### src/rtl/tx_frame_ctrl_pkg.sv
// Shared definitions for the 802.11 TX frame sequencer: rate codes, defaults, FSM states.
package tx_frame_ctrl_pkg;

  localparam int RATE_WIDTH_DEF = 4;

  // 802.11a SIGNAL-field RATE codes
  localparam logic [3:0] RATE_6M  = 4'b1101;
  localparam logic [3:0] RATE_9M  = 4'b1111;
  localparam logic [3:0] RATE_12M = 4'b0101;
  localparam logic [3:0] RATE_18M = 4'b0111;
  localparam logic [3:0] RATE_24M = 4'b1001;
  localparam logic [3:0] RATE_36M = 4'b1011;
  localparam logic [3:0] RATE_48M = 4'b0001;
  localparam logic [3:0] RATE_54M = 4'b0011;

  typedef enum logic [1:0] {
    ST_IDLE   = 2'b00,
    ST_STREAM = 2'b01,
    ST_DRAIN  = 2'b10
  } state_t;

endpackage

### src/rtl/tx_beat_counter.sv
// Clearable up-counter with a terminal-value match flag; used for frame beats and drain timeout.
module tx_beat_counter #(
  parameter int W = 8
) (
  input  logic         clk,
  input  logic         rst,
  input  logic         clr,
  input  logic         en,
  input  logic [W-1:0] term,
  output logic         match
);

  logic [W-1:0] count_r;

  // Clear has priority over increment
  always_ff @(posedge clk or posedge rst) begin
    if (rst) begin
      count_r <= {W{1'b0}};
    end else if (clr) begin
      count_r <= {W{1'b0}};
    end else if (en) begin
      count_r <= count_r + W'(1'b1);
    end else begin
      count_r <= count_r;
    end
  end

  assign match = (count_r == term);

endmodule

### src/rtl/tx_frame_ctrl.sv
// Frame sequencer gating payload into the 802.11 TX datapath and watching its closing tlast.
// Optional build macro TX_FRAME_COUNT_EN adds a 16-bit count of completed frames.
module tx_frame_ctrl
  import tx_frame_ctrl_pkg::*;
#(
  parameter int WIDTH         = 24,
  parameter int LEN_WIDTH     = 12,
  parameter int RATE_WIDTH    = RATE_WIDTH_DEF,
  parameter int DRAIN_TIMEOUT = 1024
) (
  input  logic                            aclk,
  input  logic                            areset,
  input  logic [RATE_WIDTH+LEN_WIDTH-1:0] cmd_tdata,
  input  logic                            cmd_tvalid,
  output logic                            cmd_tready,
  input  logic [WIDTH-1:0]                s_axis_tdata,
  input  logic                            s_axis_tvalid,
  output logic                            s_axis_tready,
  output logic [WIDTH-1:0]                m_axis_tdata,
  output logic                            m_axis_tvalid,
  input  logic                            m_axis_tready,
  output logic                            m_axis_tlast,
  output logic [RATE_WIDTH-1:0]           m_axis_tuser,
  input  logic                            mon_tvalid,
  input  logic                            mon_tready,
  input  logic                            mon_tlast,
  output logic                            busy,
  output logic                            done,
  output logic                            err
`ifdef TX_FRAME_COUNT_EN
  ,
  output logic [15:0]                     frame_count
`endif
);

  localparam int TO_WIDTH = (DRAIN_TIMEOUT > 2) ? $clog2(DRAIN_TIMEOUT) : 1;

  state_t                state;
  logic [RATE_WIDTH-1:0] rate_r;
  logic [LEN_WIDTH-1:0]  len_r;
  logic                  armed_r;

  logic [RATE_WIDTH-1:0] cmd_rate_s;
  logic [LEN_WIDTH-1:0]  cmd_len_s;
  logic                  cmd_hs_s;
  logic                  m_hs_s;
  logic                  mon_last_s;
  logic                  beat_match_s;
  logic                  to_match_s;
  logic                  beat_clr_s;
  logic                  beat_en_s;
  logic                  to_clr_s;
  logic                  to_en_s;

  assign cmd_rate_s = cmd_tdata[RATE_WIDTH+LEN_WIDTH-1 -: RATE_WIDTH];
  assign cmd_len_s  = cmd_tdata[LEN_WIDTH-1:0];

  // armed_r keeps cmd_tready low until the first clock after reset release
  assign cmd_tready    = armed_r && (state == ST_IDLE);
  assign cmd_hs_s      = cmd_tvalid && cmd_tready;
  assign m_axis_tvalid = (state == ST_STREAM) && s_axis_tvalid;
  assign s_axis_tready = (state == ST_STREAM) && m_axis_tready;
  assign m_axis_tdata  = s_axis_tdata;
  assign m_axis_tuser  = rate_r;
  assign m_axis_tlast  = (state == ST_STREAM) && beat_match_s;
  assign m_hs_s        = m_axis_tvalid && m_axis_tready;
  assign mon_last_s    = mon_tvalid && mon_tready && mon_tlast;
  assign busy          = (state != ST_IDLE);

  // Counter controls; the timeout counter sits at zero outside DRAIN
  always_comb begin
    beat_clr_s = 1'b0;
    beat_en_s  = 1'b0;
    to_clr_s   = 1'b1;
    to_en_s    = 1'b0;
    case (state)
      ST_IDLE: begin
        beat_clr_s = cmd_hs_s;
      end
      ST_STREAM: begin
        beat_en_s = m_hs_s;
      end
      ST_DRAIN: begin
        to_clr_s = 1'b0;
        to_en_s  = 1'b1;
      end
      default: begin
        beat_clr_s = 1'b1;
      end
    endcase
  end

  tx_beat_counter #(
    .W (LEN_WIDTH)
  ) u_beat_cnt (
    .clk   (aclk),
    .rst   (areset),
    .clr   (beat_clr_s),
    .en    (beat_en_s),
    .term  (len_r - LEN_WIDTH'(1'b1)),
    .match (beat_match_s)
  );

  tx_beat_counter #(
    .W (TO_WIDTH)
  ) u_drain_cnt (
    .clk   (aclk),
    .rst   (areset),
    .clr   (to_clr_s),
    .en    (to_en_s),
    .term  (TO_WIDTH'(DRAIN_TIMEOUT - 1)),
    .match (to_match_s)
  );

  // Frame FSM with registered done/err pulses
  always_ff @(posedge aclk or posedge areset) begin
    if (areset) begin
      state   <= ST_IDLE;
      rate_r  <= {RATE_WIDTH{1'b0}};
      len_r   <= {LEN_WIDTH{1'b0}};
      armed_r <= 1'b0;
      done    <= 1'b0;
      err     <= 1'b0;
`ifdef TX_FRAME_COUNT_EN
      frame_count <= 16'd0;
`endif
    end else begin
      armed_r <= 1'b1;
      done    <= 1'b0;
      err     <= 1'b0;
      case (state)
        ST_IDLE: begin
          if (cmd_hs_s) begin
            if (cmd_len_s == {LEN_WIDTH{1'b0}}) begin
              err <= 1'b1;
            end else begin
              rate_r <= cmd_rate_s;
              len_r  <= cmd_len_s;
              state  <= ST_STREAM;
            end
          end
        end
        ST_STREAM: begin
          if (m_hs_s && beat_match_s) begin
            state <= ST_DRAIN;
          end
        end
        ST_DRAIN: begin
          // A monitor tlast in the timeout cycle still counts as success
          if (mon_last_s) begin
            done  <= 1'b1;
            state <= ST_IDLE;
`ifdef TX_FRAME_COUNT_EN
            frame_count <= frame_count + 16'd1;
`endif
          end else if (to_match_s) begin
            err   <= 1'b1;
            state <= ST_IDLE;
          end
        end
        default: begin
          state <= ST_IDLE;
        end
      endcase
    end
  end

endmodule
### config.mk
export PLATFORM = sky130hd
export DESIGN_NAME = tx_frame_ctrl
export DESIGN_NICKNAME = d
export VERILOG_FILES = /design/src/rtl/tx_frame_ctrl_pkg.sv /design/src/rtl/tx_beat_counter.sv /design/src/rtl/tx_frame_ctrl.sv
export SDC_FILE = /design/constraint.sdc
export NUM_CORES = 1
export LEC_CHECK = 0
export CAP_MARGIN = 40
export CORE_ASPECT_RATIO = 1.1
export CORE_UTILIZATION = 40
export DETAILED_ROUTE_END_ITERATION = 6
export GPL_TIMING_DRIVEN = 0
export MAX_ROUTING_LAYER = met4
export PLACE_DENSITY = 0.78
export SLEW_MARGIN = 0
export SYNTH_ARGS = -nofsm -noshare
export SYNTH_HDL_FRONTEND = slang
export SYNTH_SLANG_ARGS = --single-unit
### constraint.sdc
create_clock -name aclk -period 2.4 [get_ports aclk]
set_input_delay 0.24 -clock aclk [delete_from_list [all_inputs] [get_ports aclk]]
set_output_delay 0.24 -clock aclk [all_outputs]
set_load 0.1 [all_outputs]
Word level (Yosys, flattened, before mapping)
Index checks and enable logic that the tools add are counted.
- add/subtract/negate cells: 3
- eq/ne operators: 9
- muxes and demuxes: 20
- bitwise logic cells: 1
- reduce and logical (&&, ||, !) cells: 16
- operators by type and width (cell ; count):
    $mux 12 ; 2
    $mux 10 ; 2
    $add 12x1->12 const B ; 1
    $eq 12x12->1 ; 1
    $logic_not 12->1 ; 1
    $sub 12x1->12 const B ; 1
    $add 10x1->10 const B ; 1
    $eq 10x10->1 const B ; 1
    $mux 2 ; 5
    $logic_and 1x1->1 ; 9
    $mux 1 ; 8
    $ne 2x2->1 const B ; 3
    $pmux 2 s3 ; 1
    $pmux 1 s2 ; 2
    $reduce_and 4->1 ; 1
    $reduce_bool 2->1 ; 2
    $ne 3x3->1 const B ; 1
    $reduce_and 3->1 ; 1
    $eq 2x1->1 const B ; 1
    $eq 2x2->1 const B ; 1
    $logic_not 2->1 ; 1
    $ne 2x1->1 const B ; 1
    $reduce_or 2->1 ; 1
    $not 1->1 ; 1
- logic and storage cells: 57
- flip-flop bits (word level): 43

Logic depth before layout (Yosys ltp)
- depth after elaboration: 6
- mapped depth: 9
- depth with buffers taken out: 8

Hierarchy
A second synthesis with hierarchy kept.
- cell total of the unflattened synthesis: 266
- area, all modules: 2646.3 µm²
- modules (own cells, without submodules) (module ; instances ; cells an instance ; area each (µm²)):
    tx_frame_ctrl ; 1 ; 125 ; 1298.7
    tx_beat_counter (u_beat_cnt) ; 1 ; 77 ; 733.2
    tx_beat_counter (u_drain_cnt) ; 1 ; 64 ; 614.3

Worst setup path before layout
No wires, ideal clock.
- path kind: reg-to-output
- from: register len_r[0]
- to: output m_axis_tlast
- data arrival time: 2920 ps
- data required time: 2160 ps
- buffers on the path: 0
- cell stages (with the launch flop): 9
- setup slack: -760 ps
- path through: dfrtp_1 -> inv_1 -> ha_1 -> nor2b_1 -> a21o_2 -> a21oi_1 -> a2111oi_4 -> nand4_2 -> nor2_1
- longest elaborated chain between the ends: 3
- ends and longest elaborated chain (item ; RTL line ; text):
    from (decl) ; tx_frame_ctrl.sv:40 ; logic [LEN_WIDTH-1:0] len_r;
    from (signal assigned) ; tx_frame_ctrl.sv:120 ; len_r <= {LEN_WIDTH{1'b0}};
    from (signal assigned) ; tx_frame_ctrl.sv:138 ; len_r <= cmd_len_s;
    $sub 12x1->12 ; tx_frame_ctrl.sv:100 ; .term (len_r - LEN_WIDTH'(1'b1)),
    $eq 12x12->1 ; tx_beat_counter.sv:28 ; assign match = (count_r == term);
    $logic_and 1x1->1 ; tx_frame_ctrl.sv:65 ; assign m_axis_tlast = (state == ST_STREAM) && beat_match_s;
    to (decl) ; tx_frame_ctrl.sv:22 ; output logic m_axis_tlast,
Every way passes these cells.

Worst setup path after layout
- from: register len_r[1]
- to: output m_axis_tlast
The elaborated chain is that of the path after synthesis.

==> impl_summary.md <==
Clock tree
The clock transition at the registers of the reported paths is around 80 ps. The number of buffers added by the clock tree synthesis step is 5. TritonCTS built the clock tree.

The clock passes through at most 2 buffers. The root buffer cell chosen for the clock tree is sky130_fd_sc_hd__clkbuf_8. The CTS sink count is between 40 and 50. The H-tree depth reported by CTS is 2. At the later pin of the worst-skew pair, clock insertion delay measures between 200 and 300 ps.

Detailed routing
The per-cell via count in the routed design is about 5. For this block, wires on met1 add up to around 2600 µm. The routed design has ~6500 µm of wire.

The total length of routed met2 wires is between 3000 and 4000 µm. In this run the remaining antenna-violating nets after routing total 0. The total vias in the final route is about 2,300. The amount of wire on met3 after detailed routing is 286 µm. The first detailed-routing pass ran for 5 iterations. The detail-routed net length per standard cell is around 14 µm. After detailed routing, no signal wire sits above met4. The count of routing violations after the opening detailed-route iteration is a little over 100. In the routed design, unresolved DRC markers number 0.

Floorplan
In this run the core area contains 30 standard-cell rows. The initial core utilization is 41.4%. The die is about 86 µm tall. The die covers roughly 0.0067 mm². The core region is around 0.0062 mm².

The die boundary width is 78.1 µm. The number of top-level pins is 83.

Layout
Once layout is done, the placed cells without fillers occupy 0.00414 mm². The layout overhead on the synthesized area is 62.3%. Leaving out fill and tap cells, the most frequent cell in the layout is sky130_fd_sc_hd__clkdlybuf4s50_1.

Leaving out fill and tap cells, the most frequent cells in the layout are sky130_fd_sc_hd__clkdlybuf4s50_1, sky130_fd_sc_hd__dfrtp_1, sky130_fd_sc_hd__buf_4. The area of combinational cells with multiple inputs is 0.00137 mm². In the final layout, flip-flops and latches occupy ~0.0011 mm². The fraction of layout cells with a size suffix above 1 is 31.8%.

Fill cells in the final layout number about 470. The final antenna diode count is 0. The net count of the finished layout is 424.

GRT
The total track usage is a little over a fifth. The first global-routing pass estimated between 10,000 and 15,000 µm of wire. The largest net degree at the start of global routing is 25. The number of antenna violations at the first check in global routing was 0. The via count of the first global-routing pass is 2,400. For this run the aggregate overflow at the end of global routing stands at 0.

Timing
The transition time at the pin with the least slew margin is roughly 560 ps. The final critical-path required period is roughly 2500 ps. The number of max-slew violations in the final report is 0. The worst relative slew slack is 62.2%. Derived from the worst setup path, the maximum achievable clock frequency is 0.393 GHz. The clock arrives with around 3.2 ps of skew. The number of hold violations in the final report is 0. Setup slack on the critical path of the routed design comes to -144 ps. The post-route clock period utilization is 106%. The setup-violating endpoint count in the final report is 1. Setup repair after global routing could not meet its margin everywhere.

Critical path
Across all register-to-register paths, the minimum setup slack is ~160 ps. The worst reg-to-reg path cell count is 9. For this run, the slowest stage of the critical path takes 450 ps. In this run the critical register-to-register path is captured at state[0]. The highest fanout seen on the critical path is 4. For the worst setup path, the data arrival time is 2300 ps.

STA puts the critical path data required time at roughly 2200 ps. Walking the worst path, the cells encountered are buf_4 > or3_4 > xnor2_2 > a41oi_2 > o22ai_2 > nand4_4 > nor2_4 > buf_12. The cell type of the slowest stage on the worst timing path is sky130_fd_sc_hd__or3_4. The capturing element type of the critical path is a primary output.

The type of element launching the critical path is a register. In this run the critical register-to-register path is launched from state[0]. Together, buffers and inverters on the worst path number 2. The critical path in this run is classified as reg -> out. The critical path runs through a total of 8 cells. Broken down by cell family, the worst path's largest delay share belongs to simple AND/OR/NAND/NOR gates.

Synth
The most instantiated flip-flop cell in the synthesis netlist is sky130_fd_sc_hd__dfrtp_1. The post-synth net total is 311. Synthesis inferred between 40 and 50 register bits. Counting flops with a built-in enable in the synthesized netlist gives 0.

Counting distinct cell types in the post-synthesis netlist gives 43. During synthesis, Yosys emitted a total of 0 warnings. The sequential element share of the synthesized area is between 40% and 50%. In the synthesized netlist the async set-or-reset flop fraction comes to 100%. The post-synthesis instance total is around 260. The post-synthesis instance area is between 0.002 and 0.003 mm². The average footprint of a synthesized cell is between 9 and 10 µm².

Placement
Summed over all nets, the half-perimeter wirelength after detailed placement is ~4700 µm. The total cell area at the placement stage is between 0.003 and 0.004 mm². The final RePlAce weighted congestion is 0.819. Port buffering added just under 60 buffers.

Outcome
The final reports fail on setup timing. The flow ran to the end, but the final reports show violations.

Power and ir drop
The power density over cell area is around 940 mW/mm². The analysis attributes to cell leakage a power of ~1.8 nW. The largest vdd supply drop is between 0.0006 and 0.0007 V.

After layout, the design draws a total of around 3.9 mW.

Job
The count of maximum capacitance violations is 0.

Worst hold path
The worst hold path class is in -> async.
report_power, final:
group          switching, mW  internal, mW
Clock                  0.252         0.416
Combinational           1.26         0.912
Sequential             0.190         0.870
Total                   1.70          2.20
cell families after synthesis:
family | count (synthesis) | synth area share [%]
other | 1 | 0.147
flip-flops | 43 | 42.2
XOR/XNOR | 32 | 11.0
multiplexers | 15 | 6.53
AO/OA/AOI/OAI | 27 | 7.56
adder cells (fa/ha/maj) | 6 | 2.95
buffers and inverters | 36 | 8.84
AND/OR/NAND/NOR | 97 | 20.8
sequential cells by signal (all words and copies together), names as in the netlist:
register,flops
state,2
armed_r,1
u_drain_cnt.count_r,10
len_r,12
m_axis_tuser,4
done,1
err,1
u_beat_cnt.count_r,12
final cells by class:
| cell class | instances | area share (%) |
|---|---|---|
| clock inverters | 2 | 1.45 |
| multi-input cells | 178 | 33.1 |
| inverters | 9 | 0.816 |
| clock buffers | 6 | 1.75 |
| flip-flops and latches | 43 | 26.1 |
| well taps | 80 | 2.42 |
| repair buffers | 106 | 29.6 |
| plain buffers | 27 | 4.69 |
synth_stat cells (2+ instances only):
library cell	n	area [µm²]
sky130_fd_sc_hd__dfrtp_1	43	1080
sky130_fd_sc_hd__mux2_2	8	90.1
sky130_fd_sc_hd__nand3_1	12	60.1
sky130_fd_sc_hd__a21oi_1	6	30.0
sky130_fd_sc_hd__nand2b_1	2	12.5
sky130_fd_sc_hd__buf_4	24	180
sky130_fd_sc_hd__nand2_1	16	60.1
sky130_fd_sc_hd__and2_1	5	31.3
sky130_fd_sc_hd__nor3b_1	3	22.5
sky130_fd_sc_hd__inv_1	8	30.0
sky130_fd_sc_hd__a211oi_1	2	15.0
sky130_fd_sc_hd__mux2_1	5	56.3
sky130_fd_sc_hd__xnor2_1	11	96.3
sky130_fd_sc_hd__nor3_1	6	30.0
sky130_fd_sc_hd__ha_1	6	75.1
sky130_fd_sc_hd__nor2b_1	4	25.0
sky130_fd_sc_hd__nor4_1	4	25.0
sky130_fd_sc_hd__or3_1	6	37.5
sky130_fd_sc_hd__mux2i_1	2	20.0
sky130_fd_sc_hd__o22ai_1	4	25.0
sky130_fd_sc_hd__nand4_1	3	18.8
sky130_fd_sc_hd__clkbuf_1	3	11.3
sky130_fd_sc_hd__and3_1	6	37.5
sky130_fd_sc_hd__xor2_1	21	184
sky130_fd_sc_hd__o21ai_0	7	35.0
sky130_fd_sc_hd__nor2_1	23	86.3
worst reg2reg max path: cells and delay by family, from the launching register on:
| kind | cells | cell delay, ps |
|---|---|---|
| AO/OA/AOI/OAI | 1 | 120 |
| adder cells (fa/ha/maj) | 1 | 240 |
| buffers and inverters | 2 | 450 |
| flip-flops | 1 | 430 |
| multiplexers | 1 | 130 |
| AND/OR/NAND/NOR | 4 | 810 |
metrics by stage:
stage | instances | setup TNS (ps) | utilization, % | hold WS (ps) | setup slack (ps)
detailed placement | 431 | -737 | 61.6 | 470 | -610
floorplan | 257 | -23.6 | - | 357 | -23.6
global placement | 395 | -1020 | 52.6 | 453 | -996
global route | 451 | -259 | 67.2 | 333 | -221
finish | 451 | -144 | 67.2 | 268 | -144
CTS | 449 | -116 | 66.6 | 279 | -116
repair_timing:
item                                    4_1_cts  5_1_grt
pin swaps                                    10        4
gates resized for setup                      22        6
endpoints found under the setup margin        2        5
hold buffers                                  0        0
setup buffers                                11        2
worst max path at each step:
stage               startpoint            to  slack, ps
floorplan             len_r[0]  m_axis_tlast        -20
global placement      len_r[0]  m_axis_tlast      -1000
detailed placement    len_r[0]  m_axis_tlast       -610
CTS                   len_r[1]  m_axis_tlast       -120
global route          len_r[7]  m_axis_tlast       -220
finish                len_r[1]  m_axis_tlast       -140
metal layers:
| layer | vias to the layer above | GRT usage [%] |
|---|---|---|
| met5 | - | - |
| met4 | 0 | 8.92 |
| met3 | 14 | 4.26 |
| met2 | 70 | 37.2 |
| met1 | 1133 | 24.3 |
| li1 | 1095 | - |
Note: power is estimated with default switching activity, not from simulation.
